===== src/rtl/tdc_event_collector_if.sv =====
// Bundles the TDC-side and readout-side signals of tdc_event_collector.
// The min-ToT filter ports exist only when TDC_COLLECTOR_TOT_FILTER_EN is defined.
interface tdc_event_collector_if #(
    parameter int N_CHANNELS = 4,
    parameter int FIFO_DEPTH = 16
);
    localparam int LVL_W = $clog2(FIFO_DEPTH) + 1;

    logic                      enable;
    logic [N_CHANNELS-1:0]     tdc_has_event;
    logic [32*N_CHANNELS-1:0]  tdc_timestamp;
    logic [32*N_CHANNELS-1:0]  tdc_tot;
    logic [N_CHANNELS-1:0]     tdc_clear;
    logic                      out_valid;
    logic                      out_ready;
    logic [67:0]               out_data;
    logic [LVL_W-1:0]          fifo_level;
    logic                      busy;
`ifdef TDC_COLLECTOR_TOT_FILTER_EN
    logic [31:0]               min_tot;
    logic [15:0]               filtered_count;
`endif

    modport master (
        input  enable, tdc_has_event, tdc_timestamp, tdc_tot, out_ready,
`ifdef TDC_COLLECTOR_TOT_FILTER_EN
        input  min_tot,
        output filtered_count,
`endif
        output tdc_clear, out_valid, out_data, fifo_level, busy
    );

    modport slave (
        output enable, tdc_has_event, tdc_timestamp, tdc_tot, out_ready,
`ifdef TDC_COLLECTOR_TOT_FILTER_EN
        output min_tot,
        input  filtered_count,
`endif
        input  tdc_clear, out_valid, out_data, fifo_level, busy
    );
endinterface


===== src/rtl/tdc_event_collector.sv =====
// Round-robin collector of TDC hits into a FIFO-buffered 68-bit event stream.
// Define TDC_COLLECTOR_TOT_FILTER_EN to drop events whose ToT is below min_tot.
module tdc_event_collector #(
    parameter int N_CHANNELS   = 4,
    parameter int FIFO_DEPTH   = 16,
    parameter int CLEAR_CYCLES = 2
) (
    input logic                   clk,
    input logic                   reset,
    tdc_event_collector_if.master bus
);
    localparam int CW = (N_CHANNELS > 1) ? $clog2(N_CHANNELS) : 1;
    localparam int AW = (FIFO_DEPTH > 1) ? $clog2(FIFO_DEPTH) : 1;
    localparam int LW = $clog2(FIFO_DEPTH) + 1;
    localparam int KW = (CLEAR_CYCLES > 1) ? $clog2(CLEAR_CYCLES) : 1;

    localparam logic [2:0] S_IDLE     = 3'd0;
    localparam logic [2:0] S_CAPTURE  = 3'd1;
    localparam logic [2:0] S_PUSH     = 3'd2;
    localparam logic [2:0] S_CLEAR    = 3'd3;
    localparam logic [2:0] S_WAIT_LOW = 3'd4;

    logic [N_CHANNELS-1:0] r_sync1, r_req, r_tdc_clear, w_onehot;
    logic [2:0]            r_state, w_state_nxt;
    logic [CW-1:0]         r_ptr, r_grant, w_pick, w_idx;
    logic                  w_found, r_busy, w_clr_done;
    logic [31:0]           r_ts, r_tot;
    logic [KW-1:0]         r_clr_cnt;
    logic [67:0]           r_mem [FIFO_DEPTH];
    logic [AW-1:0]         r_wr_ptr, r_rd_ptr;
    logic [LW-1:0]         r_count, w_count_nxt;
    logic [67:0]           r_out_data, w_word;
    logic                  r_out_valid, w_full, w_pop, w_push, w_filtered;

    // two-flop synchroniser for the asynchronous hasEvent lines
    always_ff @(posedge clk or posedge reset) begin
        if (reset) begin
            r_sync1 <= '0;
            r_req   <= '0;
        end else begin
            r_sync1 <= bus.tdc_has_event;
            r_req   <= r_sync1;
        end
    end

    // round-robin search: lowest offset from r_ptr wins
    always_comb begin
        w_found = 1'b0;
        w_pick  = '0;
        w_idx   = '0;
        for (int k = N_CHANNELS - 1; k >= 0; k--) begin
            w_idx = CW'((int'(r_ptr) + k) % N_CHANNELS);
            if (r_req[w_idx]) begin
                w_found = 1'b1;
                w_pick  = w_idx;
            end else begin
                w_found = w_found;
            end
        end
    end

    // one-hot decode of the granted channel
    always_comb begin
        w_onehot = '0;
        for (int i = 0; i < N_CHANNELS; i++) begin
            w_onehot[i] = (CW'(i) == r_grant);
        end
    end

`ifdef TDC_COLLECTOR_TOT_FILTER_EN
    logic [15:0] r_filtered_count;
    assign w_filtered         = (r_tot < bus.min_tot);
    assign bus.filtered_count = r_filtered_count;

    // saturating count of events discarded by the ToT filter
    always_ff @(posedge clk or posedge reset) begin
        if (reset) begin
            r_filtered_count <= 16'd0;
        end else if (r_state == S_PUSH && w_filtered && r_filtered_count != 16'hFFFF) begin
            r_filtered_count <= r_filtered_count + 16'd1;
        end
    end
`else
    assign w_filtered = 1'b0;
`endif

    assign w_clr_done = (r_clr_cnt == KW'(CLEAR_CYCLES - 1));
    assign w_full     = (r_count == LW'(FIFO_DEPTH));
    assign w_pop      = r_out_valid && bus.out_ready;
    assign w_push     = (r_state == S_PUSH) && !w_filtered && !w_full;
    assign w_word     = {4'(r_grant), r_ts, r_tot};

    // FSM next-state decode
    always_comb begin
        w_state_nxt = r_state;
        case (r_state)
            S_IDLE:     if (bus.enable && w_found) w_state_nxt = S_CAPTURE; else w_state_nxt = S_IDLE;
            S_CAPTURE:  w_state_nxt = S_PUSH;
            S_PUSH:     if (w_filtered || !w_full) w_state_nxt = S_CLEAR; else w_state_nxt = S_PUSH;
            S_CLEAR:    if (w_clr_done) w_state_nxt = S_WAIT_LOW; else w_state_nxt = S_CLEAR;
            S_WAIT_LOW: if (!r_req[r_grant]) w_state_nxt = S_IDLE; else w_state_nxt = S_WAIT_LOW;
            default:    w_state_nxt = S_IDLE;
        endcase
    end

    // FSM state, grant/pointer, captured data and clear pulse
    always_ff @(posedge clk or posedge reset) begin
        if (reset) begin
            r_state     <= S_IDLE;
            r_busy      <= 1'b0;
            r_ptr       <= '0;
            r_grant     <= '0;
            r_ts        <= 32'd0;
            r_tot       <= 32'd0;
            r_clr_cnt   <= '0;
            r_tdc_clear <= '0;
        end else begin
            r_state <= w_state_nxt;
            r_busy  <= (w_state_nxt != S_IDLE);
            if (r_state == S_IDLE && bus.enable && w_found) begin
                r_grant <= w_pick;
            end
            if (r_state == S_CAPTURE) begin
                r_ts  <= bus.tdc_timestamp[32*r_grant +: 32];
                r_tot <= bus.tdc_tot[32*r_grant +: 32];
            end
            if (r_state == S_PUSH && w_state_nxt == S_CLEAR) begin
                r_tdc_clear <= w_onehot;
                r_clr_cnt   <= '0;
            end else if (r_state == S_CLEAR) begin
                if (w_clr_done) r_tdc_clear <= '0;
                else            r_clr_cnt   <= r_clr_cnt + KW'(1);
            end
            if (r_state == S_WAIT_LOW && !r_req[r_grant]) begin
                r_ptr <= (r_grant == CW'(N_CHANNELS - 1)) ? '0 : r_grant + CW'(1);
            end
        end
    end

    // occupancy after this cycle's push and pop
    always_comb begin
        if (w_push && !w_pop)      w_count_nxt = r_count + LW'(1);
        else if (!w_push && w_pop) w_count_nxt = r_count - LW'(1);
        else                       w_count_nxt = r_count;
    end

    // FIFO storage (contents are don't-care while empty)
    always_ff @(posedge clk) begin
        if (w_push) r_mem[r_wr_ptr] <= w_word;
    end

    // FIFO pointers, level and registered head word
    always_ff @(posedge clk or posedge reset) begin
        if (reset) begin
            r_wr_ptr    <= '0;
            r_rd_ptr    <= '0;
            r_count     <= '0;
            r_out_valid <= 1'b0;
            r_out_data  <= 68'd0;
        end else begin
            if (w_push) r_wr_ptr <= r_wr_ptr + AW'(1);
            if (w_pop)  r_rd_ptr <= r_rd_ptr + AW'(1);
            r_count     <= w_count_nxt;
            r_out_valid <= (w_count_nxt != '0);
            if (w_push && (r_count == '0 || (r_count == LW'(1) && w_pop))) begin
                r_out_data <= w_word;
            end else if (w_pop && r_count > LW'(1)) begin
                r_out_data <= r_mem[r_rd_ptr + AW'(1)];
            end
        end
    end

    assign bus.tdc_clear  = r_tdc_clear;
    assign bus.out_valid  = r_out_valid;
    assign bus.out_data   = r_out_data;
    assign bus.fifo_level = r_count;
    assign bus.busy       = r_busy;
endmodule


===== src/flat_wrapper.sv =====
// flat-port wrapper written by rule: the top's interface ports become plain ports
module tdc_event_collector_flat 
#(
    parameter int N_CHANNELS   = 4,
    parameter int FIFO_DEPTH   = 16,
    parameter int CLEAR_CYCLES = 2
)
  (clk, reset, bus_enable, bus_tdc_has_event, bus_tdc_timestamp, bus_tdc_tot, bus_out_ready, bus_tdc_clear, bus_out_valid, bus_out_data, bus_fifo_level, bus_busy);
  tdc_event_collector_if #(.N_CHANNELS(N_CHANNELS), .FIFO_DEPTH(FIFO_DEPTH)) bus_i ();
  input logic clk;
  input logic reset;
  input wire logic [$bits(bus_i.enable)-1:0] bus_enable;
  input wire logic [$bits(bus_i.tdc_has_event)-1:0] bus_tdc_has_event;
  input wire logic [$bits(bus_i.tdc_timestamp)-1:0] bus_tdc_timestamp;
  input wire logic [$bits(bus_i.tdc_tot)-1:0] bus_tdc_tot;
  input wire logic [$bits(bus_i.out_ready)-1:0] bus_out_ready;
  output wire logic [$bits(bus_i.tdc_clear)-1:0] bus_tdc_clear;
  output wire logic [$bits(bus_i.out_valid)-1:0] bus_out_valid;
  output wire logic [$bits(bus_i.out_data)-1:0] bus_out_data;
  output wire logic [$bits(bus_i.fifo_level)-1:0] bus_fifo_level;
  output wire logic [$bits(bus_i.busy)-1:0] bus_busy;
  assign bus_i.enable = bus_enable;
  assign bus_i.tdc_has_event = bus_tdc_has_event;
  assign bus_i.tdc_timestamp = bus_tdc_timestamp;
  assign bus_i.tdc_tot = bus_tdc_tot;
  assign bus_i.out_ready = bus_out_ready;
  assign bus_tdc_clear = bus_i.tdc_clear;
  assign bus_out_valid = bus_i.out_valid;
  assign bus_out_data = bus_i.out_data;
  assign bus_fifo_level = bus_i.fifo_level;
  assign bus_busy = bus_i.busy;
  tdc_event_collector #(.N_CHANNELS(N_CHANNELS), .FIFO_DEPTH(FIFO_DEPTH), .CLEAR_CYCLES(CLEAR_CYCLES)) u_core (.clk(clk), .reset(reset), .bus(bus_i));
endmodule

===== config.mk =====
export PLATFORM = sky130hd
export DESIGN_NAME = tdc_event_collector_flat
export DESIGN_NICKNAME = d
export VERILOG_FILES = /design/src/rtl/tdc_event_collector_if.sv /design/src/rtl/tdc_event_collector.sv /design/src/flat_wrapper.sv
export SDC_FILE = /design/constraint.sdc
export NUM_CORES = 2
export LEC_CHECK = 0
export CAP_MARGIN = 20
export CORE_MARGIN = 2
export CORE_UTILIZATION = 53
export CTS_CLUSTER_DIAMETER = 120
export CTS_CLUSTER_SIZE = 30
export DETAILED_ROUTE_END_ITERATION = 10
export PLACE_DENSITY = 0.76
export SETUP_SLACK_MARGIN = 0.2
export SKIP_CTS_REPAIR_TIMING = 1
export SYNTH_ARGS = -nofsm -noshare
export SYNTH_HDL_FRONTEND = slang
export SYNTH_SLANG_ARGS = --single-unit
export TNS_END_PERCENT = 30

===== constraint.sdc =====
create_clock -name clk -period 7 [get_ports clk]
set_input_delay 1.4 -clock clk [delete_from_list [all_inputs] [get_ports clk]]
set_output_delay 1.4 -clock clk [all_outputs]
set_load 0.01 [all_outputs]

* Word level (Yosys, flattened, before mapping)
Memory sizes are Yosys's and may differ from the RTL's. Index checks and enable logic that the tools add are counted.
Word-level totals: register bits after elaboration 167, bits in writable memories 1056, input port bits 264, output and inout port bits 79, memories kept 1
Memory list:
- u_core.r_mem | depth 16, bits a word 66, rd ports 1, clocked after memory_dff 0, wr ports 1, RTL line tdc_event_collector.sv:29 | logic [67:0] r_mem [FIFO_DEPTH];
Cells by class: add/subtract/negate cells 9, $lt $le $gt $ge 6, eq/ne operators 11, shift-type cells 2, multiplexer cells 36, reductions and logical operators 26
Operators by type and width (number):
- $shiftx A128 B8 Y32 | 2
- $mux W68 | 2
- $mux W1 | 16
- $lt A2 B3 Y1 const B | 5
- $pmux W3 S5 | 1
- $logic_and A1 B1 Y1 | 12
- $mux W4 | 3
- $bmux W1 S2 | 5
- $mux W2 | 5
- $mux W5 | 2
- $eq A3 B2 Y1 const B | 3
- $add A4 B1 Y4 const B | 2
- $mux W3 | 2
- $reduce_bool A2 Y1 | 3
- $add A5 B1 Y5 const B | 1
- $eq A5 B1 Y1 const B | 1
- $eq A5 B5 Y1 const B | 1
- $gt A5 B1 Y1 const B | 1
- $logic_not A5 Y1 | 1
- $reduce_bool A5 Y1 | 1
- $sub A5 B1 Y5 const B | 1
- $add A2 B1 Y2 const B | 2
- $add A2 B2 Y2 const B | 2
- $eq A2 B2 Y1 const A | 2
- 11 further kinds | 14

* Depth between registers and ports, before layout
depth after elaboration 14, gate-level depth with buffers 9

* Worst setup path before layout
OpenSTA, ideal clock, no wires.
path type register -> register, start register u_core.r_count[0], in the netlist u_core.bus.fifo_level[0], end memory u_core.r_mem[0][0] (netlist name) (enable), library setup time 571 ps, arrival time 6184 ps, required time 6429 ps, setup slack 245 ps, stages on the path, launching flop included 8, period minus slack after synthesis 6755 ps, cells stage by stage dfrtp_1 -> inv_1 -> ha_1 -> and4bb_2 -> nor2_4 -> buf_1 -> nand2_1 -> nor3_1
On the way: cells in the longest elaborated chain, start to end 5
Ends and longest elaborated chain:
- start: declaration | RTL line tdc_event_collector.sv:31 | logic [LW-1:0] r_count, w_count_nxt;
- start signal: assignment | RTL line tdc_event_collector.sv:163 | r_count <= w_count_nxt;
- $eq A5 B5 Y1 | RTL line tdc_event_collector.sv:88 | assign w_full = (r_count == LW'(FIFO_DEPTH));
- $logic_not A1 Y1 | RTL line tdc_event_collector.sv:90 | assign w_push = (r_state == S_PUSH) && !w_filtered && !w_full;
- $logic_and A1 B1 Y1 | RTL line tdc_event_collector.sv:90
- $mux W1 | RTL line tdc_event_collector.sv:149 | if (w_push) r_mem[r_wr_ptr] <= w_word;
- $mux W1 (implied by the code) | RTL line tdc_event_collector.sv:149
- end: declaration | RTL line tdc_event_collector.sv:29
No other way between the ends.

* Worst setup path after layout
start input bus_out_ready, end register u_core.r_out_data[57], in the netlist u_core.bus.out_data[57]
On the way: cells in the longest elaborated chain, start to end 5, elaborated cells between the ends (all ways) 7
Ends and longest elaborated chain:
- start: declaration | RTL line flat_wrapper.sv:16 | input wire logic [$bits(bus_i.out_ready)-1:0] bus_out_ready;
- $logic_and A1 B1 Y1 (*) | RTL line tdc_event_collector.sv:89 | assign w_pop = r_out_valid && bus.out_ready;
- $logic_and A1 B1 Y1 | RTL line tdc_event_collector.sv:165 | if (w_push && (r_count == '0 || (r_count == LW'(1) && w_pop))) begin
- $logic_or A1 B1 Y1 | RTL line tdc_event_collector.sv:165
- $logic_and A1 B1 Y1 | RTL line tdc_event_collector.sv:165
- $mux W68 / $reduce_bool A2 Y1 (equally long branches)
- end signal: assignment | RTL line tdc_event_collector.sv:166 | r_out_data <= w_word;
- end signal: assignment | RTL line tdc_event_collector.sv:168 | r_out_data <= r_mem[r_rd_ptr + AW'(1)];
- end: declaration | RTL line tdc_event_collector.sv:32 | logic [67:0] r_out_data, w_word;
Every way passes the cells marked *; elsewhere a longest branch is shown, timed or not. A chain may end at the register's enable or synchronous reset.

==> impl_metrics.py <==
metrics = {
    "floorplan": {
        "rows": 110,
        "fp.dieW_um": 305,
        "pin_count": 343,
        "initial_utilization_pct": 53.4,
        "die_h_um": 305,
        "die_area_um2": 92800,
        "core_um2": 89700,
    },
    "timing": {
        "period_share_pct": 58.2,
        "rsz0062_at_grt": "no",
        "worstMarginPinSlew_ns": 1.22,
        "final_hold_viol_count": 0,
        "fmax_mhz": 245,
        "fin_skew_ns": 0.0261,
        "fin_crit_ns": 4.08,
        "tns_ns": 0,
        "slew_headroom_pct": 18.4,
        "setup_viol": 0,
        "drv_slew": 0,
    },
    "placement": {
        "dp_hpwl_um": 55800,
        "gp_congestion": 0.754,
        "numPortBuffers": 340,
    },
    "worst_setup_path": {
        "crit_path_start_kind": "input pin",
        "crit_slowest_cell": "or3b_4",
        "crit_path_end_kind": "flip-flop",
        "cp_max_fo": 37,
        "crit_chain": "clkdlybuf4s50_1, a31oi_1, nor3b_4, buf_4, or3b_4, buf_4, o22ai_1, a221o_1",
        "ff2ff_setup_slack_ns": 3.03,
        "worstPathRequired_ns": 7.52,
        "crit_top_cell": "buf_4",
        "critPathMaxStageDelay_ns": 0.73,
        "path_class": "input pin to flip-flop",
        "crit_arrival_ns": 4.60,
    },
    "power": {
        "clkPwrFrac_pct": 14.2,
        "p_int_mw": 15.7,
        "leakagePower_nw": 17.5,
        "combPwrFrac_pct": 37.4,
        "p_switching_mw": 7.82,
        "power_frac_seq_pct": 48.4,
        "ir_worst_vdd_mv": 0.438,
        "p_per_area_nw_per_um2": 434,
        "swShare_pct": 33.3,
    },
    "global_route": {
        "grt_pass1_wl_um": 157000,
        "grt_max_degree": 120,
        "antenna_found_initial": 2,
        "grt_overflow": 0,
        "grt_pass1_vias": 24600,
        "grt_usage_pct": 22.8,
    },
    "clock_network": {
        "cts_buffers": 46,
        "clk_pin_slew_ns": 0.11,
        "clk_path_buf_depth": 3,
        "cts_tree": "built",
        "h-tree-depth": 2,
        "cts_root_buf": "clkbuf_16",
        "clock-sinks": 1221,
        "clock_latency_ns": 0.65,
    },
    "logic_synthesis": {
        "synth_xor_area_share_pct": 0.220,
        "synth_top_family_by_area": "multiplexers",
        "synthSimpleGateAreaFrac_pct": 0.802,
        "syn_area_um2": 47900,
        "synth_mux_area_share_pct": 19.9,
        "synth_top_area_share_pct": 66.2,
        "synth_fa_ha_area_share_pct": 0.340,
        "synth_seq_cells": 1221,
        "synth-compound-area-share_pct": 2.56,
        "synthCells": 2148,
        "synth-seq-area-share_pct": 74.9,
        "yosys.area.top_type": "edfxtp_1",
        "synth.distinct_cells": 46,
        "synth_area_leaders": "edfxtp_1, mux4_2, dfrtp_1, mux2i_1, mux2_2",
        "syn_avg_cell_area_um2": 22.3,
        "yosysWarnings": 0,
    },
    "routing": {
        "drtIter0Drc": 2708,
        "antenna_left": 0,
        "dr.pass1.iters": 5,
        "wl_um": 105000,
        "via_per_inst": 6.34,
        "route.detailed.drc": 0,
        "wl_per_cell_um": 28.7,
        "vias": 23300,
    },
    "final_layout": {
        "n_antenna_cell": 0,
        "layout.nets": 2732,
        "synthToLayoutAreaGrowth_pct": 13.1,
        "post-route-util_pct": 60.3,
        "drive_above_1_share_pct": 21.1,
    },
    "status": {
        "status": "complete, no violations",
    },
    "run": {
        "drv_cap": 0,
    },
    "worst_hold_path": {
        "hold_path_class": "flip-flop to flip-flop",
    },
}
## layout make-up
cell class | count | area [um2]
fill | 6183 | 35600
clock inverter | 4 | 42.5
inverter | 9 | 41.3
tap | 1176 | 1470
multi-input combinational | 788 | 11600
sequential | 1221 | 35900
clock buffer | 81 | 1280
timing repair buffer | 389 | 3880
## cell usage after synthesis (all sizes together)
| master | n |
|---|---|
| or3 | 2 |
| conb | 1 |
| dfrtp | 165 |
| and3 | 1 |
| or3b | 2 |
| nand3 | 5 |
| edfxtp | 1056 |
| a31oi | 1 |
| a32oi | 1 |
| o31ai | 1 |
| a21o | 1 |
| and2 | 1 |
| mux2 | 67 |
| and4bb | 1 |
| nand2b | 5 |
| nor3b | 2 |
| or4 | 2 |
| o21ai | 7 |
| inv | 9 |
| o22ai | 67 |
| o211ai | 1 |
| xnor2 | 6 |
| mux2i | 136 |
| ha | 13 |
| nand4b | 1 |
| nor2 | 21 |
| xor2 | 6 |
| o311ai | 1 |
| nor3 | 7 |
| buf | 73 |
| mux4 | 329 |
| o21bai | 1 |
| a21oi | 4 |
| nand4 | 2 |
| a221o | 66 |
| clkbuf | 58 |
| nand3b | 1 |
| a22o | 4 |
| nand2 | 21 |
## worst paths after layout
kind / cells after the start / startpoint / endpoint
setup / recovery: 8 / bus_out_ready / u_core.bus.out_data[57]
max in group asynchronous: 3 / reset / u_core.r_tot[22]
min in group asynchronous: 2 / reset / u_core.r_tot[28]
hold / removal: 0 / u_core.r_sync1[2] / u_core.r_req[2]
hold reg to reg: 0 / u_core.r_sync1[2] / u_core.r_req[2]
setup reg to reg: 7 / u_core.bus.fifo_level[0] / u_core.r_mem[15][41]
## placed cells by master (no fill, tap or decap), drive strengths merged, types with 2 or more instances in the layout
cell,synthesis,routed
nand2b,5,5
nand4,2,2
inv,9,12
or3,2,2
nand3,5,5
conb,1,2
xnor2,6,6
ha,13,13
edfxtp,1056,1056
mux4,329,329
o21ai,7,7
or4,2,2
buf,73,49
a221o,66,66
dfrtp,165,165
o22ai,67,67
nor2,21,21
mux2i,136,136
nor3,7,7
clkdlybuf4s50,0,340
xor2,6,6
a22o,4,4
nand2,21,21
nor3b,2,2
mux2,67,67
or3b,2,2
clkbuf,58,81
a21oi,4,4
## worst max-delay path: cells and delay by family
kind	cells	cell delay, ns
and+or+nand+nor	2	0.93
AOI/OAI and AO/OA	3	0.68
buffers and inverters	3	1.54
## through the flow
stage | power, mW | hold slack [ns] | setup slack, ns | cells | instance area (um2)
final | 23.5 | 0.364 | 2.92 | 3668 | 54100
after global routing | 24.6 | 0.369 | 2.86 | 3668 | 54100
after CTS | 23.6 | 0.360 | 3.03 | 3667 | 54100
after detailed placement | 20.4 | 0.335 | 2.37 | 3582 | 52800
after global placement | 20.0 | 0.334 | 2.42 | 3582 | 52800
after floorplan | 17.4 | 0.331 | 0.245 | 2149 | 47900
## power groups by stage
stage	logic [mW]	registers [mW]	clock network, mW
6_report	8.79	11.4	3.33
5_1_grt	9.36	11.6	3.63
4_1_cts	8.87	11.4	3.38
3_5_place_dp	8.84	11.5	0
3_3_place_gp	8.63	11.4	0
2_1_floorplan	6.35	11.0	0
## layer usage
metal	GRT usage [%]	vias to the layer above	wire length [um]
li1	-	9671	-
met1	31.6	12400	41100
met2	39.1	1083	53800
met3	2.95	143	7910
met4	5.41	0	2270
met5	0	-	0
## cells by family (layout without fill, tap and decap cells)
kind of cell	count (synthesis)	count (layout)
AND/OR/NAND/NOR	74	74
buffers and inverters	140	483
AO/OA/AOI/OAI	155	155
flip-flops	1221	1221
adder cells (fa/ha/maj)	13	13
other	1	2
multiplexers	532	532
XOR/XNOR	12	12
## state kept, by name (all words and copies together), names as in the netlist
| signal | flops |
|---|---|
| u_core.r_mem | 1056 |
| u_core.bus.out_data | 66 |
| u_core.r_tot | 32 |
| u_core.r_ts | 32 |
| u_core.bus.fifo_level | 5 |
| u_core.bus.tdc_clear | 4 |
| u_core.r_rd_ptr | 4 |
| u_core.r_req | 4 |
| u_core.r_sync1 | 4 |
| u_core.r_wr_ptr | 4 |
| u_core.r_state | 3 |
| u_core.r_grant | 2 |
| u_core.r_ptr | 2 |
| u_core.bus.busy | 1 |
| u_core.bus.out_valid | 1 |
| u_core.r_clr_cnt | 1 |
Power figures use the tool's default switching activity.
